<file path="src/rtl/pipe_ctrl_pkg.sv">
// Shared types and constants for the pipeline controller and its hazard unit.
package pipe_ctrl_pkg;

    typedef enum logic [1:0] {
        RUN    = 2'd0,
        DWAIT  = 2'd1,
        HALTED = 2'd2
    } ctrl_state_t;

    localparam int REG_ZERO = 0;

endpackage

</file>
<file path="src/rtl/hazard_detect.sv">
// Load-use hazard detection between EX and ID; also reused by the forwarding unit.
module hazard_detect
    import pipe_ctrl_pkg::*;
#(
    parameter int REG_W = 5
) (
    input  logic             ex_dREN,
    input  logic [REG_W-1:0] ex_wsel,
    input  logic [REG_W-1:0] id_rs,
    input  logic [REG_W-1:0] id_rt,
    output logic             load_use
);

    // $zero is never a real producer, so a load targeting it cannot create a hazard.
    assign load_use = ex_dREN && (ex_wsel != REG_W'(REG_ZERO)) &&
                      ((ex_wsel == id_rs) || (ex_wsel == id_rt));

endmodule

</file>
<file path="src/rtl/pipeline_ctrl.sv">
// Central stall/flush/enable controller for the 5-stage pipeline.
// Optional performance counters are built only when PIPE_PERF_EN is defined.
//
// state  | meaning
// RUN    | normal issue; hazards resolved combinationally
// DWAIT  | data memory access outstanding, pipeline frozen until dhit
// HALTED | halt retired; everything held until reset
module pipeline_ctrl
    import pipe_ctrl_pkg::*;
#(
    parameter int REG_W = 5,
    parameter int CNT_W = 32
) (
    input  logic             CLK,
    input  logic             nRST,
    input  logic             ihit,
    input  logic             dhit,
    input  logic             mem_dREN,
    input  logic             mem_dWEN,
    input  logic             ex_dREN,
    input  logic [REG_W-1:0] ex_wsel,
    input  logic [REG_W-1:0] id_rs,
    input  logic [REG_W-1:0] id_rt,
    input  logic             ex_redirect,
    input  logic             wb_halt,
    output logic             pc_en,
    output logic             ifid_en,
    output logic             ifid_flush,
    output logic             idex_en,
    output logic             idex_flush,
    output logic             exmem_en,
    output logic             exmem_flush,
    output logic             memwb_en,
    output logic             memwb_flush,
    output logic             halted,
    output logic [CNT_W-1:0] cyc_cnt,
    output logic [CNT_W-1:0] stall_cnt,
    output logic [CNT_W-1:0] flush_cnt
);

    ctrl_state_t state;
    logic        mem_busy;
    logic        load_use;

    assign mem_busy = (mem_dREN || mem_dWEN) && !dhit;

    hazard_detect #(.REG_W(REG_W)) u_hazard (
        .ex_dREN  (ex_dREN),
        .ex_wsel  (ex_wsel),
        .id_rs    (id_rs),
        .id_rt    (id_rt),
        .load_use (load_use)
    );

    always_ff @(posedge CLK) begin
        if (!nRST) begin
            state  <= RUN;
            halted <= 1'b0;
        end else begin
            case (state)
                RUN: begin
                    if (wb_halt) begin
                        state  <= HALTED;
                        halted <= 1'b1;
                    end else if (mem_busy) begin
                        state <= DWAIT;
                    end
                end
                DWAIT: begin
                    if (wb_halt) begin
                        state  <= HALTED;
                        halted <= 1'b1;
                    end else if (dhit) begin
                        state <= RUN;
                    end
                end
                default: begin
                    state  <= HALTED;
                    halted <= 1'b1;
                end
            endcase
        end
    end

    // A frozen EX keeps ex_redirect asserted, so freezing ahead of a redirect loses nothing.
    always_comb begin
        pc_en       = 1'b0;
        ifid_en     = 1'b0;
        ifid_flush  = 1'b0;
        idex_en     = 1'b0;
        idex_flush  = 1'b0;
        exmem_en    = 1'b0;
        exmem_flush = 1'b0;
        memwb_en    = 1'b0;
        memwb_flush = 1'b0;
        if ((state == HALTED) || wb_halt || mem_busy) begin
            pc_en = 1'b0;
        end else if (ex_redirect) begin
            pc_en      = 1'b1;
            ifid_flush = 1'b1;
            idex_flush = 1'b1;
            exmem_en   = 1'b1;
            memwb_en   = 1'b1;
        end else if (load_use) begin
            idex_flush = 1'b1;
            exmem_en   = 1'b1;
            memwb_en   = 1'b1;
        end else if (!ihit) begin
            ifid_flush = 1'b1;
            idex_en    = 1'b1;
            exmem_en   = 1'b1;
            memwb_en   = 1'b1;
        end else begin
            pc_en    = 1'b1;
            ifid_en  = 1'b1;
            idex_en  = 1'b1;
            exmem_en = 1'b1;
            memwb_en = 1'b1;
        end
    end

`ifdef PIPE_PERF_EN
    logic             any_flush;
    logic [CNT_W-1:0] cyc_q;
    logic [CNT_W-1:0] stall_q;
    logic [CNT_W-1:0] flush_q;

    assign any_flush = ifid_flush || idex_flush || exmem_flush || memwb_flush;

    always_ff @(posedge CLK) begin
        if (!nRST) begin
            cyc_q   <= '0;
            stall_q <= '0;
            flush_q <= '0;
        end else begin
            if (state != HALTED) cyc_q <= cyc_q + 1'b1;
            if ((state != HALTED) && !pc_en) stall_q <= stall_q + 1'b1;
            if (any_flush) flush_q <= flush_q + 1'b1;
        end
    end

    assign cyc_cnt   = cyc_q;
    assign stall_cnt = stall_q;
    assign flush_cnt = flush_q;
`else
    assign cyc_cnt   = '0;
    assign stall_cnt = '0;
    assign flush_cnt = '0;
`endif

endmodule

</file>
<file path="config.mk">
export PLATFORM = sky130hd
export DESIGN_NAME = pipeline_ctrl
export DESIGN_NICKNAME = d
export VERILOG_FILES = /design/src/rtl/pipe_ctrl_pkg.sv /design/src/rtl/hazard_detect.sv /design/src/rtl/pipeline_ctrl.sv
export SDC_FILE = /design/constraint.sdc
export NUM_CORES = 1
export LEC_CHECK = 0
export ABC_AREA = 1
export CAP_MARGIN = 40
export CORE_MARGIN = 2
export CORE_UTILIZATION = 28
export CTS_BUF_LIST = sky130_fd_sc_hd__clkbuf_2 sky130_fd_sc_hd__clkbuf_4 sky130_fd_sc_hd__clkbuf_8
export DETAILED_ROUTE_END_ITERATION = 10
export PLACE_DENSITY_LB_ADDON = 0.25
export SYNTH_ARGS = -nofsm -noshare
export SYNTH_HDL_FRONTEND = slang
export SYNTH_SLANG_ARGS = --single-unit
</file>
<file path="constraint.sdc">
create_clock -name CLK -period 1.14 [get_ports CLK]
set_clock_uncertainty 0.05 [all_clocks]
set_input_delay 0.171 -clock CLK [delete_from_list [all_inputs] [get_ports CLK]]
set_output_delay 0.171 -clock CLK [all_outputs]
set_load 0.05 [all_outputs]
</file>
==> results of run 1 <==
-- metal layers --
layer,part of all wire [%],GRT usage [%],up-vias
met4,1.5,3.06,0
met1,35,6.86,341
met2,49,11.0,67
li1,-,-,400
met3,14,1.33,2
met5,0,0,-
-- sequential cells by signal (all words and copies together), names as in the netlist --
| signal | flops |
|---|---|
| state | 2 |
| halted | 1 |
-- repair_timing --
action | in CTS | in global routing
pin swaps | 14 | 13
setup endpoints to repair | 7 | 7
resized for setup | 37 | 16
gates cloned | 0 | 0
hold buffers | 0 | 0
buffers inserted | 2 | 1
-- logic make-up after synthesis --
group | share of synthesized area (%)
flops | 5.33
compound gates | 3.33
xor+xnor | 1.56
buf+inv | 73.3
other cells | 0.333
simple gates | 16.1
-- per-stage QoR --
step | cell area [um2] | worst slack, ns | util, % | instances
2_1_floorplan | 1530 | -0.265 | - | 274
3_3_place_gp | 1290 | -0.746 | 32.6 | 260
3_5_place_dp | 1290 | -0.775 | 32.6 | 260
4_1_cts | 1360 | -0.426 | 34.4 | 265
5_1_grt | 1350 | -0.453 | 34.3 | 265
6_report | 1350 | -0.391 | 34.3 | 265
-- power breakdown --
group	leakage, nW	switching (mW)	internal (mW)	total [mW]
Sequential	0.0254	0.00497	0.113	0.117
Combinational	0.756	0.880	0.173	1.05
Clock	0.0262	0.0629	0.262	0.324
Total	0.807	0.948	0.547	1.49
-- worst max-delay path by stage --
stage | end | depth (start not counted)
after global placement | idex_en | 11
final | pc_en | 6
after detailed placement | idex_en | 11
after floorplan | idex_flush | 5
after global routing | pc_en | 6
after CTS | pc_en | 6
-- synth_stat cells, drive strengths merged --
library cell	instances	area share (%)
buf	99	66
nand2	26	8.9
inv	21	7.0
nor2	13	4.3
a21oi	4	2.1
dfxtp	3	5.3
nand3	3	1.8
xnor2	2	1.6
a2111oi	1	0.78
and2	1	0.56
clkinv	1	0.33
conb	1	0.33
nand4	1	0.56
o21ai	1	0.44
-- area by class of cell --
cell class	instances	area (um2)	share of cell area, %
Clock buffer	4	48.8	3.61
Inverter	22	90.1	6.67
Multi-Input combinational cell	150	688	50.9
Sequential cell	3	61.3	4.54
Tap cell	50	62.6	4.63
Timing Repair Buffer	36	400	29.6
==> metrics.log, run 1 <==
[metrics] result of the run: finished, violations left
[metrics] failing checks: negative setup slack
[metrics] drt pass-1 iters: 2
[metrics] Clock Sink Count: 3
[metrics] maximum net fanout on the critical path: 3
[metrics] Worst Setup SP: state[0]
[metrics] start point of the worst hold path: dhit
[metrics] effective utilization at floorplan: 28.6%
[metrics] total power after layout: 1.49 mW
[metrics] area of the mapped netlist: 1130 um2
[metrics] wire length of the first global-routing pass: 2160 um
[metrics] overall track demand over capacity in global routing: 6.17%
[metrics] fraction of layout instances using a drive strength above 1: 20.9%
[metrics] number of distinct library cells after synthesis: 18
[metrics] most used cells in the layout excluding fill and tap cells: conb_1 (98), nand2_1 (22), inv_1 (15), nor2_1 (10)
[metrics] register bit count reported by yosys: 3
[metrics] pwr/cell area: 1110 nW/um2
[metrics] critical-path cell list: inv_2 > a21oi_2 > and2_4 > clkinvlp_4 > a21oi_4 > buf_12
[metrics] data required time at the worst endpoint: 0.92 ns
[metrics] max-capacitance violation count: 0
[metrics] mean area per synthesized cell: 6.36 um2
[metrics] number of warnings reported in the yosys synthesis log: 0
[metrics] cell family contributing the most delay on the critical path: buffers and inverters
[metrics] clock edge transition at the registers on the reported setup and hold paths: 0.03 ns
[metrics] endpoint with the worst hold slack: state[0]
[metrics] post-route antenna net violation count: 0
[metrics] maximum clock rate: 653 MHz
[metrics] slowest CP cell: dfxtp_2
[metrics] number of buffer and inverter instances along the worst setup path: 3
[metrics] final period demand of the worst path: 1.53 ns
[metrics] Vias: 810
[metrics] half-perimeter wire length after placement: 1520 um
[metrics] remaining global-route overflow: 0
[metrics] unrepaired setup endpoints after global routing: yes
[metrics] TritonCTS clock tree: built
[metrics] type of destination of the critical path: primary output
[metrics] Clock Latency Late Sink: 0.21 ns
[metrics] initial antenna violation count: 0
[metrics] DRC marker count from the first detailed-route iteration: 23
[metrics] std cell rows: 23
[metrics] die boundary height: 67.4 um
[metrics] hold depth: 2
[metrics] count of cells along the worst register-to-register path: 3
[metrics] # diodes: 0
[metrics] maximum number of pins on one net before global-route repair: 5
[metrics] number of filler instances in the final layout: 438
[metrics] number of global-route vias before repair: 545
[metrics] final setup violation count: 7
[metrics] DIE WIDTH: 67.4 um
[metrics] Setup crit start kind: flop
[metrics] number of hold violations in the final report: 0
[metrics] CTS root buf: clkbuf_8
[metrics] Residual DRC: 0
[metrics] start of the worst register-to-register path: state[1]
[metrics] total CTS buffers: 3
[metrics] core region area: 3940 um2
[metrics] register-to-register path setup slack: 0.23 ns
[metrics] Nets: 240
[metrics] delay of the slowest critical-path stage: 0.31 ns
[metrics] fin worst setup slack: -0.391 ns
[metrics] die outline area: 4540 um2
[metrics] kind of critical path: flop to primary output
[metrics] RePlAce Congestion: 0.744
[metrics] share of the clock period used by the worst path: 134%
[metrics] H-Tree Depth: 1
[metrics] leading cell type in the layout, fill and taps excluded: conb_1
[metrics] gate count of the mapped netlist: 177
[metrics] sum of negative setup slack: -2.27 ns
[metrics] endpoint of the worst-slack reg-to-reg timing path: state[0]
[metrics] Slew Viols, Final: 0
[metrics] Max Root-Sink Buffers: 2
[metrics] DRT Wirelength: 1600 um
[metrics] total of buffers placed on input and output ports: 31
[metrics] VDD IR-drop max: 0.336 mV
[metrics] area growth from synthesis to layout: 20.0%
[metrics] endpoint arrival time on the critical path: 1.31 ns
[metrics] sequential-to-total area share from yosys stat: 5.33%
[metrics] path category of the worst min-delay check: input pin to flop
[metrics] Lkg Pwr: 0.807 nW
[metrics] vias per inst: 3.06
[metrics] per-cell routed wire length: 6.05 um
[metrics] I/O pin count: 130
[metrics] worst hold margin: 0.228 ns
Note: power is estimated with default switching activity, not from simulation.
==> run 2, diff against run 1 <==
--- a/config.mk
+++ b/config.mk
@@ -11,6 +11,7 @@
 export CORE_UTILIZATION = 28
 export CTS_BUF_LIST = sky130_fd_sc_hd__clkbuf_2 sky130_fd_sc_hd__clkbuf_4 sky130_fd_sc_hd__clkbuf_8
 export DETAILED_ROUTE_END_ITERATION = 10
+export GPL_ROUTABILITY_DRIVEN = 0
 export PLACE_DENSITY_LB_ADDON = 0.25
 export SYNTH_ARGS = -nofsm -noshare
 export SYNTH_HDL_FRONTEND = slang
==> results of run 2 <==
Same layout as run 1: the final DEF is identical, and so are final timing and power.
==> run 3, diff against run 2 <==
--- a/config.mk
+++ b/config.mk
@@ -13,6 +13,7 @@
 export DETAILED_ROUTE_END_ITERATION = 10
 export GPL_ROUTABILITY_DRIVEN = 0
 export PLACE_DENSITY_LB_ADDON = 0.25
+export SLEW_MARGIN = 20
 export SYNTH_ARGS = -nofsm -noshare
 export SYNTH_HDL_FRONTEND = slang
 export SYNTH_SLANG_ARGS = --single-unit
==> constraint.sdc (replaced) <==
create_clock -name CLK -period 1.5 [get_ports CLK]
set_clock_uncertainty 0.05 [all_clocks]
set_input_delay 0.225 -clock CLK [delete_from_list [all_inputs] [get_ports CLK]]
set_output_delay 0.225 -clock CLK [all_outputs]
set_load 0.05 [all_outputs]
==> metrics.log, run 3 (same netlist as run 1, synthesis figures left out) <==
[metrics] Setup crit start kind: flop
[metrics] Clock Sink Count: 3 (unchanged)
[metrics] unrepaired setup endpoints after global routing: yes
[metrics] half-perimeter wire length after placement: 1510 um (-0.46%)
[metrics] area growth from synthesis to layout: 21.8%
[metrics] overall track demand over capacity in global routing: 7.14% (+0.97 points)
[metrics] number of filler instances in the final layout: 460 (+5.0%)
[metrics] flip-flop count of the largest register after layout: 2 (unchanged)
[metrics] placed standard-cell area: 1280 um2 (-0.68%)
[metrics] count of cells along the worst register-to-register path: 3 (unchanged)
[metrics] effective utilization at floorplan: 28.6% (unchanged)
[metrics] CTS root buf: clkbuf_8
[metrics] hold_buf cts: 0 (unchanged)
[metrics] leading registers by flop count: state x2, halted x1
[metrics] Lkg Pwr: 0.823 nW (+2.0%)
[metrics] maximum clock rate: 627 MHz
[metrics] start of the worst register-to-register path: state[1]
[metrics] slowest CP cell: dfxtp_2
[metrics] DRC marker count from the first detailed-route iteration: 21 (-8.7%)
[metrics] result of the run: finished, violations left
[metrics] VDD IR-drop max: 0.290 mV (-14%)
[metrics] core occupancy in the finished layout: 34.8% (+0.51 points)
[metrics] type of destination of the critical path: primary output
[metrics] initial antenna violation count: 0 (unchanged)
[metrics] sum of negative setup slack: -0.404 ns (+1.87 ns)
[metrics] per-cell routed wire length: 6.63 um (+9.6%)
[metrics] Max Root-Sink Buffers: 2 (unchanged)
[metrics] delay of the slowest critical-path stage: 0.31 ns (about the same)
[metrics] most used cells in the layout excluding fill and tap cells: conb_1 (98), nand2_1 (19), inv_1 (15), nor2_1 (8), buf_12 (8)
[metrics] data required time at the worst endpoint: 1.22 ns (+0.30 ns)
[metrics] hold depth: 2 (unchanged)
[metrics] Most flops, register: state
[metrics] path category of the worst min-delay check: input pin to flop
[metrics] maximum net fanout on the critical path: 3 (unchanged)
[metrics] combined area of the multi-input logic cells: 713 um2 (+3.6%)
[metrics] post-route antenna net violation count: 0 (unchanged)
[metrics] Nets: 241 (+0.42%)
[metrics] number of global-route vias before repair: 583 (+7.0%)
[metrics] Clock Latency Late Sink: 0.22 ns (about the same)
[metrics] endpoint arrival time on the critical path: 1.32 ns (about the same)
[metrics] leading cell type in the layout, fill and taps excluded: conb_1
[metrics] maximum number of pins on one net before global-route repair: 5 (unchanged)
[metrics] fin worst setup slack: -0.0938 ns (+0.297 ns)
[metrics] final setup violation count: 5 (-2)
[metrics] die boundary height: 67.4 um (unchanged)
[metrics] # diodes: 0 (unchanged)
[metrics] Residual DRC: 0 (unchanged)
[metrics] vias per inst: 3.09 (+0.98%)
[metrics] max-capacitance violation count: 0 (unchanged)
[metrics] start point of the worst hold path: dhit
[metrics] register-to-register path setup slack: 0.54 ns (+0.31 ns)
[metrics] critical-path cell list: inv_2 > a21oi_2 > and2_4 > clkinvlp_4 > a21oi_4 > buf_12
[metrics] clock edge transition at the registers on the reported setup and hold paths: 0.03 ns (about the same)
[metrics] Vias: 821 (+1.4%)
[metrics] Place WS: -0.424 ns (+0.351 ns)
[metrics] worst hold margin: 0.279 ns (+0.0506 ns)
[metrics] total of buffers placed on input and output ports: 31 (unchanged)
[metrics] kind of critical path: flop to primary output
[metrics] drt pass-1 iters: 4 (+2)
[metrics] total CTS buffers: 3 (unchanged)
[metrics] endpoint of the worst-slack reg-to-reg timing path: state[0]
[metrics] endpoint with the worst hold slack: state[0]
[metrics] TritonCTS clock tree: built
[metrics] DIE WIDTH: 67.4 um (unchanged)
[metrics] number of hold violations in the final report: 0 (unchanged)
[metrics] remaining global-route overflow: 0 (unchanged)
[metrics] pwr/cell area: 840 nW/um2 (-24%)
[metrics] die outline area: 4540 um2 (unchanged)
[metrics] final instance area: 1370 um2 (+1.5%)
[metrics] wire length of the first global-routing pass: 2380 um (+10%)
[metrics] final period demand of the worst path: 1.59 ns
[metrics] core region area: 3940 um2 (unchanged)
[metrics] H-Tree Depth: 1 (unchanged)
[metrics] failing checks: negative setup slack
[metrics] fraction of layout instances using a drive strength above 1: 24.5% (+3.6 points)
[metrics] share of the clock period used by the worst path: 106%
[metrics] I/O pin count: 130 (unchanged)
[metrics] Slew Viols, Final: 0 (unchanged)
[metrics] flip-flop and latch area: 61.3 um2 (unchanged)
[metrics] std cell rows: 23 (unchanged)
[metrics] DRT Wirelength: 1760 um (+10%)
-- run 3: cell types whose count changed in the layout (fill, tap and decap cells not counted), sizes merged --
cell,delta
buf,+2
clkinv,-1
dlygate4sd2,-3
clkinvlp,-1
inv,+2
clkdlybuf4s15,+3
clkbuf,-1
-- run 3: worst max-delay path by stage --
stage / start / to / slack (ns) / cells past startpoint
final: state[0] / pc_en / -0.09 / 6
after global routing: state[0] / idex_flush / -0.15 / 6
after CTS: state[0] / idex_flush / -0.12 / 6
after detailed placement: ex_wsel[4] / idex_en / -0.42 / 11
after global placement: ex_wsel[4] / idex_en / -0.43 / 11
after floorplan: state[0] / idex_flush / 0.04 / 5
-- run 3: worst max-delay path: cells and delay by family, from the launching register on --
kind	cells	cell delay, ns
buffers and inverters	3	0.33
flip-flops	1	0.31
AO/OA/AOI/OAI	2	0.29
AND/OR/NAND/NOR	1	0.17
-- run 3: cell type report --
type,count,share of cell area [%]
timing repair buffer,37,29.1
multi-input combinational,150,52.0
clock buffer,4,3.56
inverter,22,6.30
sequential,3,4.47
tap,50,4.56
-- run 3: repair_timing --
action,4_1_cts,5_1_grt
setup endpoints to repair,7,5
pin swaps,18,22
resized for setup,38,28
setup buffers,1,0
-- run 3: through the flow --
stage               std cells  total power [mW]
detailed placement        261             0.883
global route              266              1.22
floorplan                 274             0.940
finish                    266              1.15
global placement          261             0.883
CTS                       266              1.14
-- run 3: metal layers --
layer / up-vias / share of wire (%) / global-route usage, %
met4: 0 / 1.7 / 5.36
met2: 72 / 47 / 10.1
met5: - / 0 / 0
met1: 342 / 34 / 8.34
li1: 402 / - / -
met3: 5 / 17 / 3.17
-- run 3: power breakdown --
group / switching, mW / internal [mW]
Clock: 0.0559 / 0.199
Sequential: 0.00363 / 0.0855
Combinational: 0.674 / 0.134
